==> src/rtl/pcm_output_stage_if.sv <==
// Sample-path bundle between the synthesis core (master) and the PCM output stage (slave).
// Carries raw PCM and level controls in, and the decimated, gain-ramped sample out.
interface pcm_output_stage_if;
   logic signed [15:0] pcm_in;
   logic               mute;
   logic               low_batt;
   logic signed [15:0] audio_out;
   logic               sample_stb;
   logic               active;

   modport master (
      output pcm_in, mute, low_batt,
      input  audio_out, sample_stb, active
   );

   modport slave (
      input  pcm_in, mute, low_batt,
      output audio_out, sample_stb, active
   );
endinterface

==> src/rtl/pcm_output_stage.sv <==
// Audio back-end: boxcar-decimates CLK_50M-rate PCM to SAMPLE_HZ, applies a click-free
// per-sample gain ramp (mute / low battery) and publishes a registered sample with a strobe.
module pcm_output_stage #(
   parameter int CLK_HZ    = 50_000_000,
   parameter int SAMPLE_HZ = 48_000,
   parameter int SUM_SHIFT = 10
) (
   input  logic               clk,
   input  logic               reset,
   pcm_output_stage_if.slave  bus
);

   localparam logic [27:0] CLK_C  = 28'(CLK_HZ);
   localparam logic [27:0] STEP_C = 28'(SAMPLE_HZ);

   logic        [26:0] acc_p0;
   logic        [27:0] acc_sum;
   logic               tick_p0;
   logic signed [27:0] sum_p0;
   logic signed [27:0] pcm_ext;
   logic signed [27:0] sum_nxt;
   logic         [8:0] target;
   logic         [8:0] gain_nxt;

   logic signed [15:0] avg_p1;
   logic         [8:0] gain_p1;
   logic               active_p1;
   logic               vld_p1;

   logic signed [15:0] audio_p2;
   logic               vld_p2;

   // Floor-shift the boxcar sum, then clamp so a full-scale input cannot wrap.
   function automatic logic signed [15:0] sat16(input logic signed [27:0] v);
      logic signed [27:0] s;
      s = v >>> SUM_SHIFT;
      if (s > 28'sd32767)
         return 16'sh7fff;
      else if (s < -28'sd32768)
         return 16'sh8000;
      else
         return 16'(s);
   endfunction

   // Gain is at most 256, so the >>>8 result always fits 16 bits.
   function automatic logic signed [15:0] scale(input logic signed [15:0] a,
                                                input logic        [8:0]  g);
      logic signed [25:0] p;
      p = 26'(a) * 26'($signed({1'b0, g}));
      p = p >>> 8;
      return 16'(p);
   endfunction

   always_comb begin
      acc_sum  = {1'b0, acc_p0} + STEP_C;
      tick_p0  = (acc_sum >= CLK_C);
      pcm_ext  = 28'(bus.pcm_in);
      sum_nxt  = sum_p0 + pcm_ext;
      target   = bus.mute ? 9'd0 : (bus.low_batt ? 9'd128 : 9'd256);
      gain_nxt = gain_p1;
      if (tick_p0) begin
         if (gain_p1 < target)
            gain_nxt = gain_p1 + 9'd1;
         else if (gain_p1 > target)
            gain_nxt = gain_p1 - 9'd1;
      end
   end

   always_ff @(posedge clk) begin
      if (reset) begin
         acc_p0    <= '0;
         sum_p0    <= '0;
         avg_p1    <= '0;
         gain_p1   <= '0;
         active_p1 <= 1'b0;
         vld_p1    <= 1'b0;
         audio_p2  <= '0;
         vld_p2    <= 1'b0;
      end else begin
         // p0 -> p1: rate generator, boxcar close-out and gain step
         acc_p0    <= 27'(tick_p0 ? acc_sum - CLK_C : acc_sum);
         sum_p0    <= tick_p0 ? '0 : sum_nxt;
         if (tick_p0)
            avg_p1 <= sat16(sum_nxt);
         gain_p1   <= gain_nxt;
         active_p1 <= (gain_nxt != 9'd0);
         vld_p1    <= tick_p0;
         // p1 -> p2: apply gain and publish
         vld_p2    <= vld_p1;
         if (vld_p1)
            audio_p2 <= scale(avg_p1, gain_p1);
      end
   end

   assign bus.audio_out  = audio_p2;
   assign bus.sample_stb = vld_p2;
   assign bus.active     = active_p1;

endmodule

==> src/flat_wrapper.sv <==
// flat-port wrapper written by rule: the top's interface ports become plain ports
module pcm_output_stage_flat 
#(
   parameter int CLK_HZ    = 50_000_000,
   parameter int SAMPLE_HZ = 48_000,
   parameter int SUM_SHIFT = 10
)
  (clk, reset, bus_pcm_in, bus_mute, bus_low_batt, bus_audio_out, bus_sample_stb, bus_active);
  pcm_output_stage_if bus_i ();
  input  logic clk;
  input  logic reset;
  input wire logic [$bits(bus_i.pcm_in)-1:0] bus_pcm_in;
  input wire logic [$bits(bus_i.mute)-1:0] bus_mute;
  input wire logic [$bits(bus_i.low_batt)-1:0] bus_low_batt;
  output wire logic [$bits(bus_i.audio_out)-1:0] bus_audio_out;
  output wire logic [$bits(bus_i.sample_stb)-1:0] bus_sample_stb;
  output wire logic [$bits(bus_i.active)-1:0] bus_active;
  assign bus_i.pcm_in = bus_pcm_in;
  assign bus_i.mute = bus_mute;
  assign bus_i.low_batt = bus_low_batt;
  assign bus_audio_out = bus_i.audio_out;
  assign bus_sample_stb = bus_i.sample_stb;
  assign bus_active = bus_i.active;
  pcm_output_stage #(.CLK_HZ(CLK_HZ), .SAMPLE_HZ(SAMPLE_HZ), .SUM_SHIFT(SUM_SHIFT)) u_core (.clk(clk), .reset(reset), .bus(bus_i));
endmodule
==> config.mk <==
export PLATFORM = sky130hd
export DESIGN_NAME = pcm_output_stage_flat
export DESIGN_NICKNAME = d
export VERILOG_FILES = /design/src/rtl/pcm_output_stage_if.sv /design/src/rtl/pcm_output_stage.sv /design/src/flat_wrapper.sv
export SDC_FILE = /design/constraint.sdc
export NUM_CORES = 1
export LEC_CHECK = 0
export ABC_AREA = 1
export CAP_MARGIN = 20
export CORE_MARGIN = 4
export CORE_UTILIZATION = 51
export DETAILED_ROUTE_END_ITERATION = 7
export PLACE_DENSITY = 0.77
export SLEW_MARGIN = 20
export SYNTH_ARGS = -nofsm -noshare
export SYNTH_HDL_FRONTEND = slang
export SYNTH_SLANG_ARGS = --single-unit
export TNS_END_PERCENT = 30
==> constraint.sdc <==
create_clock -name clk -period 10.15 [get_ports clk]
set_clock_uncertainty 0.05 [all_clocks]
set_input_delay 2.03 -clock clk [delete_from_list [all_inputs] [get_ports clk]]
set_output_delay 2.03 -clock clk [all_outputs]
set_load 0.1 [all_outputs]
# == Word-level counts from Yosys, hierarchy flattened ==
# Index checks and enable logic that the tools add are counted.
# classes
add_sub_neg,5
mul,1
div_mod_pow,0
magnitude_cmp,5
eq_ne,0
n_shift,0
mux,8
bitwise_logic,0
reduce_logical,2
# op_table
op,count
$mux 9,5
$mux 16,2
$add 27x16->28 const B,1
$add 28x16->28,1
$ge 28x26->1 const B,1
$mux 27,1
$sub 27x26->27 const B,1
$mul 16x10->24,1
$gt 18x16->1 const B,1
$lt 18x16->1 const B,1
$add 9x1->9 const B,1
$gt 9x9->1,1
$lt 9x9->1,1
$reduce_bool 9->1,1
$sub 9x1->9 const B,1
$reduce_or 2->1,1
# totals
reg_bits,99
latchBits,0
ramBits,0
romBits,0
inputBits,20
out_inout_bits,18
word_cells,29
memories,0

# == Longest topological paths before layout ==
# Gate-level depths: netlist (run 1).
# logic_depth
word_depth,7
mapped_depth,25
ltp_nobuf,23

# == Worst setup path after synthesis (run 1) ==
# No wires, ideal clock.
# synth_path
kind,register to register
start,reg u_core.gain_p1[2]
end,"reg u_core.audio_p2[15], in the netlist u_core.bus.audio_out[15]"
setup_time_ns,0.115
arrival_ns,5.265
required_ns,9.985
setup_slack_ns,4.720
path_stages_with_launch,22
path_buffers,2
period_less_slack_ns,5.430
path_cell_list,dfxtp_1 -> clkbuf_1 -> clkbuf_1 -> nand2_1 -> fa_1 -> inv_1 -> fa_1 -> fa_1 -> fa_1 -> inv_1 -> fa_1 -> inv_1 -> ha_1 -> nand2_1 -> nor4_1 -> a21oi_1 -> o21ai_0 -> nand3_1 -> nand3_1 -> xor2_1 -> o21ai_0 -> inv_1
# synth_via
elab_chain_len,1
# synth_lines
item,line_no,rtl
"start, declared",pcm_output_stage.sv:26,logic [8:0] gain_p1;
"start signal, assigned",pcm_output_stage.sv:85,gain_p1 <= gain_nxt;
$mul 16x10->24,pcm_output_stage.sv:49,"p = 26'(a) * 26'($signed({1'b0, g}));"
"end signal, assigned",pcm_output_stage.sv:91,"audio_p2 <= scale(avg_p1, gain_p1);"
"end, declared",pcm_output_stage.sv:30,logic signed [15:0] audio_p2;
# Every way passes these cells.
# A chain may end at the register's enable or synchronous reset.

# == Final worst setup path (run 1) ==
# Ends and elaborated chain as after synthesis.

==> results of run 1 <==
[per-layer routing]
metal | share of wire | track usage
met4 | 0.015 | 0.0533
met1 | 0.48 | 0.332
met3 | 0.048 | 0.0278
met2 | 0.46 | 0.379
met5 | 0 | 0
[critical path, stage by stage, from the launching register on]
cell	delay, ns
dfxtp_1	0.94
nand2_1	0.18
fa_1	0.55
inv_1	0.06
fa_1	0.50
inv_1	0.05
fa_1	0.48
inv_1	0.06
fa_1	0.52
fa_1	0.50
ha_1	0.38
nand2_1	0.11
nor4_1	0.44
a21oi_1	0.17
o21ai_0	0.35
nand3_1	0.14
nand3_1	0.11
xor2_1	0.07
o21ai_0	0.15
inv_1	0.05
[power by group through the flow]
| stage | sequential [uW] | combinational (uW) | clock (uW) |
|---|---|---|---|
| 3_5_place_dp | 482 | 869 | 0 |
| 4_1_cts | 474 | 875 | 369 |
| 6_report | 475 | 884 | 358 |
| 3_3_place_gp | 481 | 860 | 0 |
| 5_1_grt | 482 | 1020 | 384 |
| 2_1_floorplan | 465 | 696 | 0 |
[cells in the final DEF, fill, tap and decap left out, types with 2 or more instances in the layout]
master             n
nor3_2             4
clkbuf_16          9
inv_1            303
xor2_1            34
buf_4              3
a31oi_1            6
xnor2_1           21
nor2_2             4
nor3_1            22
o211ai_1          10
a22o_1             3
o21bai_1           7
nand4_1           18
nand3_1           94
nand2_2           14
o21a_1             3
nor2_1           128
or2_2              4
inv_2             18
a21oi_1           84
nor4_1             4
fa_1             115
nand2_1          424
dfxtp_1           92
and3_1             3
o21ai_1           10
o21ai_0           53
o22ai_1            3
nand3b_1           2
a21o_1            10
ha_1              85
o221ai_1           2
clkdlybuf4s50_1   37
a211oi_1           3
[flip-flops by register name, summed over array words and instances (netlist names)]
signal                 flops
u_core.bus.sample_stb      1
u_core.bus.active          1
u_core.sum_p0             28
u_core.gain_p1             9
u_core.vld_p1              1
u_core.bus.audio_out      16
u_core.acc_p0             20
u_core.avg_p1             16
[worst paths after layout]
| kind | from | endpoint | slack [ns] | cells after the start |
|---|---|---|---|---|
| max | u_core.gain_p1[2] | u_core.bus.audio_out[15] | 4.20 | 19 |
| min | u_core.bus.audio_out[12] | u_core.bus.audio_out[12] | 0.44 | 2 |
| max reg2reg | u_core.gain_p1[2] | u_core.bus.audio_out[15] | 4.20 | 19 |
| min reg2reg | u_core.bus.audio_out[12] | u_core.bus.audio_out[12] | 0.44 | 2 |
[cell usage after synthesis (13+ instances only)]
master,instances
o21ai_0,53
nand2_2,13
xor2_1,34
inv_1,303
clkbuf_1,37
a21oi_1,84
nand4_1,18
nand3_1,94
ha_1,85
nor3_1,22
xnor2_1,21
nor2_1,128
dfxtp_1,92
inv_2,18
nand2_1,425
fa_1,115
[cells by family (layout without fill, tap and decap cells)]
| family | count (synthesis) | count (layout) | share of synthesized area |
|---|---|---|---|
| simple gates | 728 | 728 | 0.271 |
| buf+inv | 377 | 378 | 0.128 |
| compound gates | 201 | 201 | 0.101 |
| fa+ha+maj | 200 | 200 | 0.296 |
| flops | 92 | 92 | 0.162 |
| xor+xnor | 55 | 55 | 0.0424 |
[final cells by class]
type                    count  area (um2)
fillers                  2136        9730
multi-input cells        1184        8070
flip-flops and latches     92        1840
inverters                 322        1210
repair buffers             40         393
well taps                 280         350
clock buffers              10         229
clock inverters             6        71.3
[stage by stage]
stage | std cells | util | power, uW | hold WS (ns)
final | 1934 | 0.556 | 1720 | 0.442
after global routing | 1934 | 0.556 | 1880 | 0.469
after CTS | 1934 | 0.555 | 1720 | 0.443
after detailed placement | 1918 | 0.542 | 1350 | 0.427
after global placement | 1918 | 0.542 | 1340 | 0.415
after floorplan | 1653 | - | 1160 | 0.464
==> run metrics, run 1 <==
row count 54; post-cts hold buffer count 0; Total Neg Setup Slack 0 ns; RSZ-0062 raised after global routing no; layout cells sized above 1 0.0417; synth-to-layout area growth 7.08%; port bufs 37; clock slew at reported path FFs 0.07 ns; Placed Area 11900 um2; area of the core 21900 um2; Clk Latency, worst-skew pair 0.36 ns; Wirelength per Cell 13.9 um; pre-CTS setup slack 4.27 ns; nets@finish 1869; pin count of the biggest net entering global routing 34; Die W 157 um; Hold Vio Cnt, Final 0; starting density of the core 0.519; initial antenna violation count 0; crit path DAT 6.15 ns; Main synth FF type dfxtp_1; Sw Ratio 0.467; Ports 38; Via density 5.26; die area 24700 um2; # diodes 0; max-slew violations 0; final instance area 12200 um2; crit path max fanout 24; Crit Path Category reg2reg; WP data required 10.35 ns; sequential-to-total area share from yosys stat 0.162; fin crit share 0.587; biggest area consumer among synthesized cells fa_1; Post-CTS Setup Inserts 0; DRC viols 0; Max-Slew Margin vs Limit 0.326; Highest Clock Rate 0.168 GHz; Post-Syn Instances 1653; P_leak 0.00671 uW; post-synth net total 1873; vias in the first global route 10100; post-synthesis async set-or-reset flop share 0; Clk pwr share 0.208; Area contributors post-synth fa_1, dfxtp_1, nand2_1; CTS buffer count 9; Sink Count 92; CP endpoint kind register; Synth Warn # 0; # resized after CTS 0; H-Tree Level Count 3; outcome finished, final reports clean; initial DRC count 699; min cycle time layout 5.95 ns; Post-synth EDFFs 0; Seq pwr share 0.277; Netlist cell types 51; Startpoint Class register; clock buffer depth 2; worst vdd ir 0.127 mV; worst setup margin 4.20 ns; first-pass GRT wire length 47.5 mm; antenna viol nets, final 0; Power per Cell Area 141 nW/um2; P_sw 801 uW; mapped cell area 11400 um2; GRT Total Usage 0.232; Detailed Routing Iterations Pass 1 5; Synth Register Bits 92; placer's final routability congestion estimate 0.934; final wirelength 26.8 mm; Gate power share 0.515; Avg Cell Area, Syn 6.87 um2; Slew @ Worst Pin 1.00 ns; Max Cap Violations 0; Root Buffer clkbuf_16; Power Internal 915 uW; min-delay worst type reg2reg; top-area cell type share of the netlist area 0.203; HPWL Detailed 21.8 mm; via count 10200; final setup vio count 0; remaining global-route overflow 0; CTS tree done; Die Height 157 um
Note: power is estimated with default switching activity, not from simulation.
==> run 2, diff against run 1 <==
--- a/config.mk
+++ b/config.mk
@@ -10,7 +10,7 @@
 export CORE_MARGIN = 4
 export CORE_UTILIZATION = 51
 export DETAILED_ROUTE_END_ITERATION = 7
-export PLACE_DENSITY = 0.77
+export PLACE_DENSITY = 0.8
 export SLEW_MARGIN = 20
 export SYNTH_ARGS = -nofsm -noshare
 export SYNTH_HDL_FRONTEND = slang
==> constraint.sdc (replaced) <==
create_clock -name clk -period 5.3 [get_ports clk]
set_clock_uncertainty 0.05 [all_clocks]
set_input_delay 1.06 -clock clk [delete_from_list [all_inputs] [get_ports clk]]
set_output_delay 1.06 -clock clk [all_outputs]
set_load 0.1 [all_outputs]
==> run 2 against run 1 <==
  * First-iteration DRC count increased by 28%
  * Setup slack worse by 4.0 ns
  * Largest power group unchanged
  * Maximum frequency rose by 17%
  * Sequential share of layout area decreased by 0.12 points
  * Power increased by 87%
  * Core utilization increased by 1.9 points
  * Die area is the same
==> run metrics, run 2 (same netlist as run 1, synthesis figures left out) <==
outcome finished, final reports clean; Ports 38 (unchanged); H-Tree Level Count 3 (unchanged); Root Buffer clkbuf_16; final setup vio count 0 (unchanged); Biggest register u_core.sum_p0; DRC viols 0 (unchanged); CP max stage cell fa_1; Reg area 1890 um2 (+2.6%); die area 24700 um2 (unchanged); starting density of the core 0.519 (unchanged); Power per Cell Area 256 nW/um2 (+81%); pin count of the biggest net entering global routing 36 (+5.9%); P_leak 0.00693 uW (+3.4%); nets@finish 1910 (+2.2%); Max-Slew Margin vs Limit 0.325 (-0.000866); post-cts hold buffer count 0 (unchanged); placer's final routability congestion estimate 0.974 (+4.3%); crit path cell chain nand2_1 > fa_1 > inv_1 > fa_1 > fa_1 > fa_1 > inv_1 > fa_1 > inv_1 > ha_1 > a21oi_1 > o21ai_1 > a21o_1 > a21oi_2 > o21ai_1 > buf_4 > nand3_1 > nand3_1 > xor2_1 > o21ai_0 > inv_1; Via density 5.32 (+1.1%); HPWL Detailed 21.9 mm (+0.45%); min-delay worst type reg2reg; # diodes 0 (unchanged); Hold WS 0.430 ns (-0.0124 ns); R2R Path Start u_core.gain_p1[3]; Max Cap Violations 0 (unchanged); top flop regs u_core.sum_p0 (28), u_core.acc_p0 (20); worst vdd ir 0.151 mV (+19%); Worst Setup SP u_core.gain_p1[3]; first-pass GRT wire length 47.1 mm (-0.90%); vias in the first global route 10400 (+2.9%); Sink Count 92 (unchanged); area occupied by multi-input gates 8150 um2 (+1.1%); Crit Path Category reg2reg; Fillers 2042 (-4.4%); min cycle time layout 5.09 ns (-0.864 ns); crit path DAT 5.29 ns (-0.86 ns); clock buffer depth 2 (unchanged); Total Neg Setup Slack 0 ns (unchanged); leading cell type in the layout, fill and taps excluded nand2_1; max-slew violations 0 (unchanged); Seq pwr share 0.281 (+0.004); Power Internal 1710 uW (+86%); Gate power share 0.525 (+0.010); Clk pwr share 0.194 (-0.014); Wirelength per Cell 13.8 um (-0.65%); slowest cell delay on critical path 0.56 ns (-0.38 ns); WP buf/inv 5 (+1); CTS buffer count 9 (unchanged); Die Height 157 um (unchanged); initial DRC count 893 (+28%); Hold Vio Cnt, Final 0 (unchanged); GRT Total Usage 0.227 (-0.00529); row count 54 (unchanged); clock slew at reported path FFs 0.07 ns (about the same); most frequent cells in the layout nand2_1, inv_1, nor2_1; Slew @ Worst Pin 1.01 ns (+0.00488 ns); CTS tree done; CP endpoint kind register; fin crit share 0.960 (+0.374); Detailed Routing Iterations Pass 1 6 (+1); area of the core 21900 um2 (unchanged); WP data required 5.50 ns (-4.85 ns); max reg flops 28 (unchanged); HP Start u_core.bus.audio_out[12]; Final Core Density 0.575 (+0.0191); synth-to-layout area growth 10.8%; Die W 157 um (unchanged); initial antenna violation count 0 (unchanged); CP most frequent cell fa_1; Top delay family on crit path adder cells; Sw Ratio 0.470 (+0.00302); Startpoint Class register; layout cells sized above 1 0.0844 (+0.0426); crit path max fanout 7 (-71%); Highest Clock Rate 0.196 GHz (+17%); antenna viol nets, final 0 (unchanged); P_sw 1510 uW (+89%); via count 10500 (+3.3%); port bufs 37 (unchanged); remaining global-route overflow 0 (unchanged); final wirelength 27.2 mm (+1.5%); Clk Latency, worst-skew pair 0.36 ns (about the same)
==> run 2: cell count changes in the layout (fill, tap and decap cells not counted), moves of 4 or more <==
cell,before,now
buf_4,3,42
dfxtp_1,92,75
dfxtp_4,0,11
dfxtp_2,0,6
o21ai_0,53,48
o21ai_1,10,15
nand2_1,424,420
nand2_2,14,18
==> run 2: cell type report <==
cell class	count	area share
multi-input combinational	1184	0.648
sequential	92	0.150
inverter	322	0.0961
timing repair buffer	81	0.0563
tap	280	0.0278
clock buffer	11	0.0185
clock inverter	5	0.00288
==> run 2: what timing repair did <==
action	in CTS	in global routing
buffers inserted	0	1
pin swaps	0	4
endpoints found under the setup margin	2	10
cloned	0	0
resized for setup	2	52
==> run 2: worst register-to-register path: stages (launching register included) <==
cell     delay [ns]
dfxtp_4        0.40
nand2_1        0.10
fa_1           0.55
inv_1          0.06
fa_1           0.52
fa_1           0.45
fa_1           0.56
inv_1          0.06
fa_1           0.53
inv_1          0.04
ha_1           0.33
a21oi_1        0.17
o21ai_1        0.11
a21o_1         0.21
a21oi_2        0.15
o21ai_1        0.08
buf_4          0.15
nand3_1        0.06
nand3_1        0.08
xor2_1         0.16
o21ai_0        0.15
inv_1          0.06
==> run 2: final timing paths <==
| path | end | slack [ns] | cells past startpoint |
|---|---|---|---|
| min | u_core.bus.audio_out[12] | 0.43 | 2 |
| max | u_core.bus.audio_out[15] | 0.21 | 21 |
| min reg2reg | u_core.bus.audio_out[12] | 0.43 | 2 |
| max reg2reg | u_core.bus.audio_out[15] | 0.21 | 21 |
==> run 2: layer usage <==
metal  vias to the layer above  part of all wire  global-route usage
met4                         0             0.023              0.0668
met5                         -                 0                   0
met2                       315              0.48               0.386
met3                        55             0.051              0.0330
met1                      4941              0.44               0.302
li1                       5199                 -                   -
==> run 2: through the flow <==
step	cells	area, um2	setup WS [ns]	power (uW)
final	1975	12600	0.210	3220
after global routing	1975	12600	-0.0269	3520
after CTS	1974	12400	0.0164	3220
after detailed placement	1958	12200	-0.0217	2590
after global placement	1958	12200	0.0795	2550
after floorplan	1653	11400	-0.00781	2220
==> run 2: power groups by stage <==
stage	logic, uW	clock network [uW]	registers (uW)
after global placement	1630	0	921
after CTS	1670	637	909
final	1690	623	905
after global routing	1940	659	921
after floorplan	1330	0	891
after detailed placement	1660	0	924
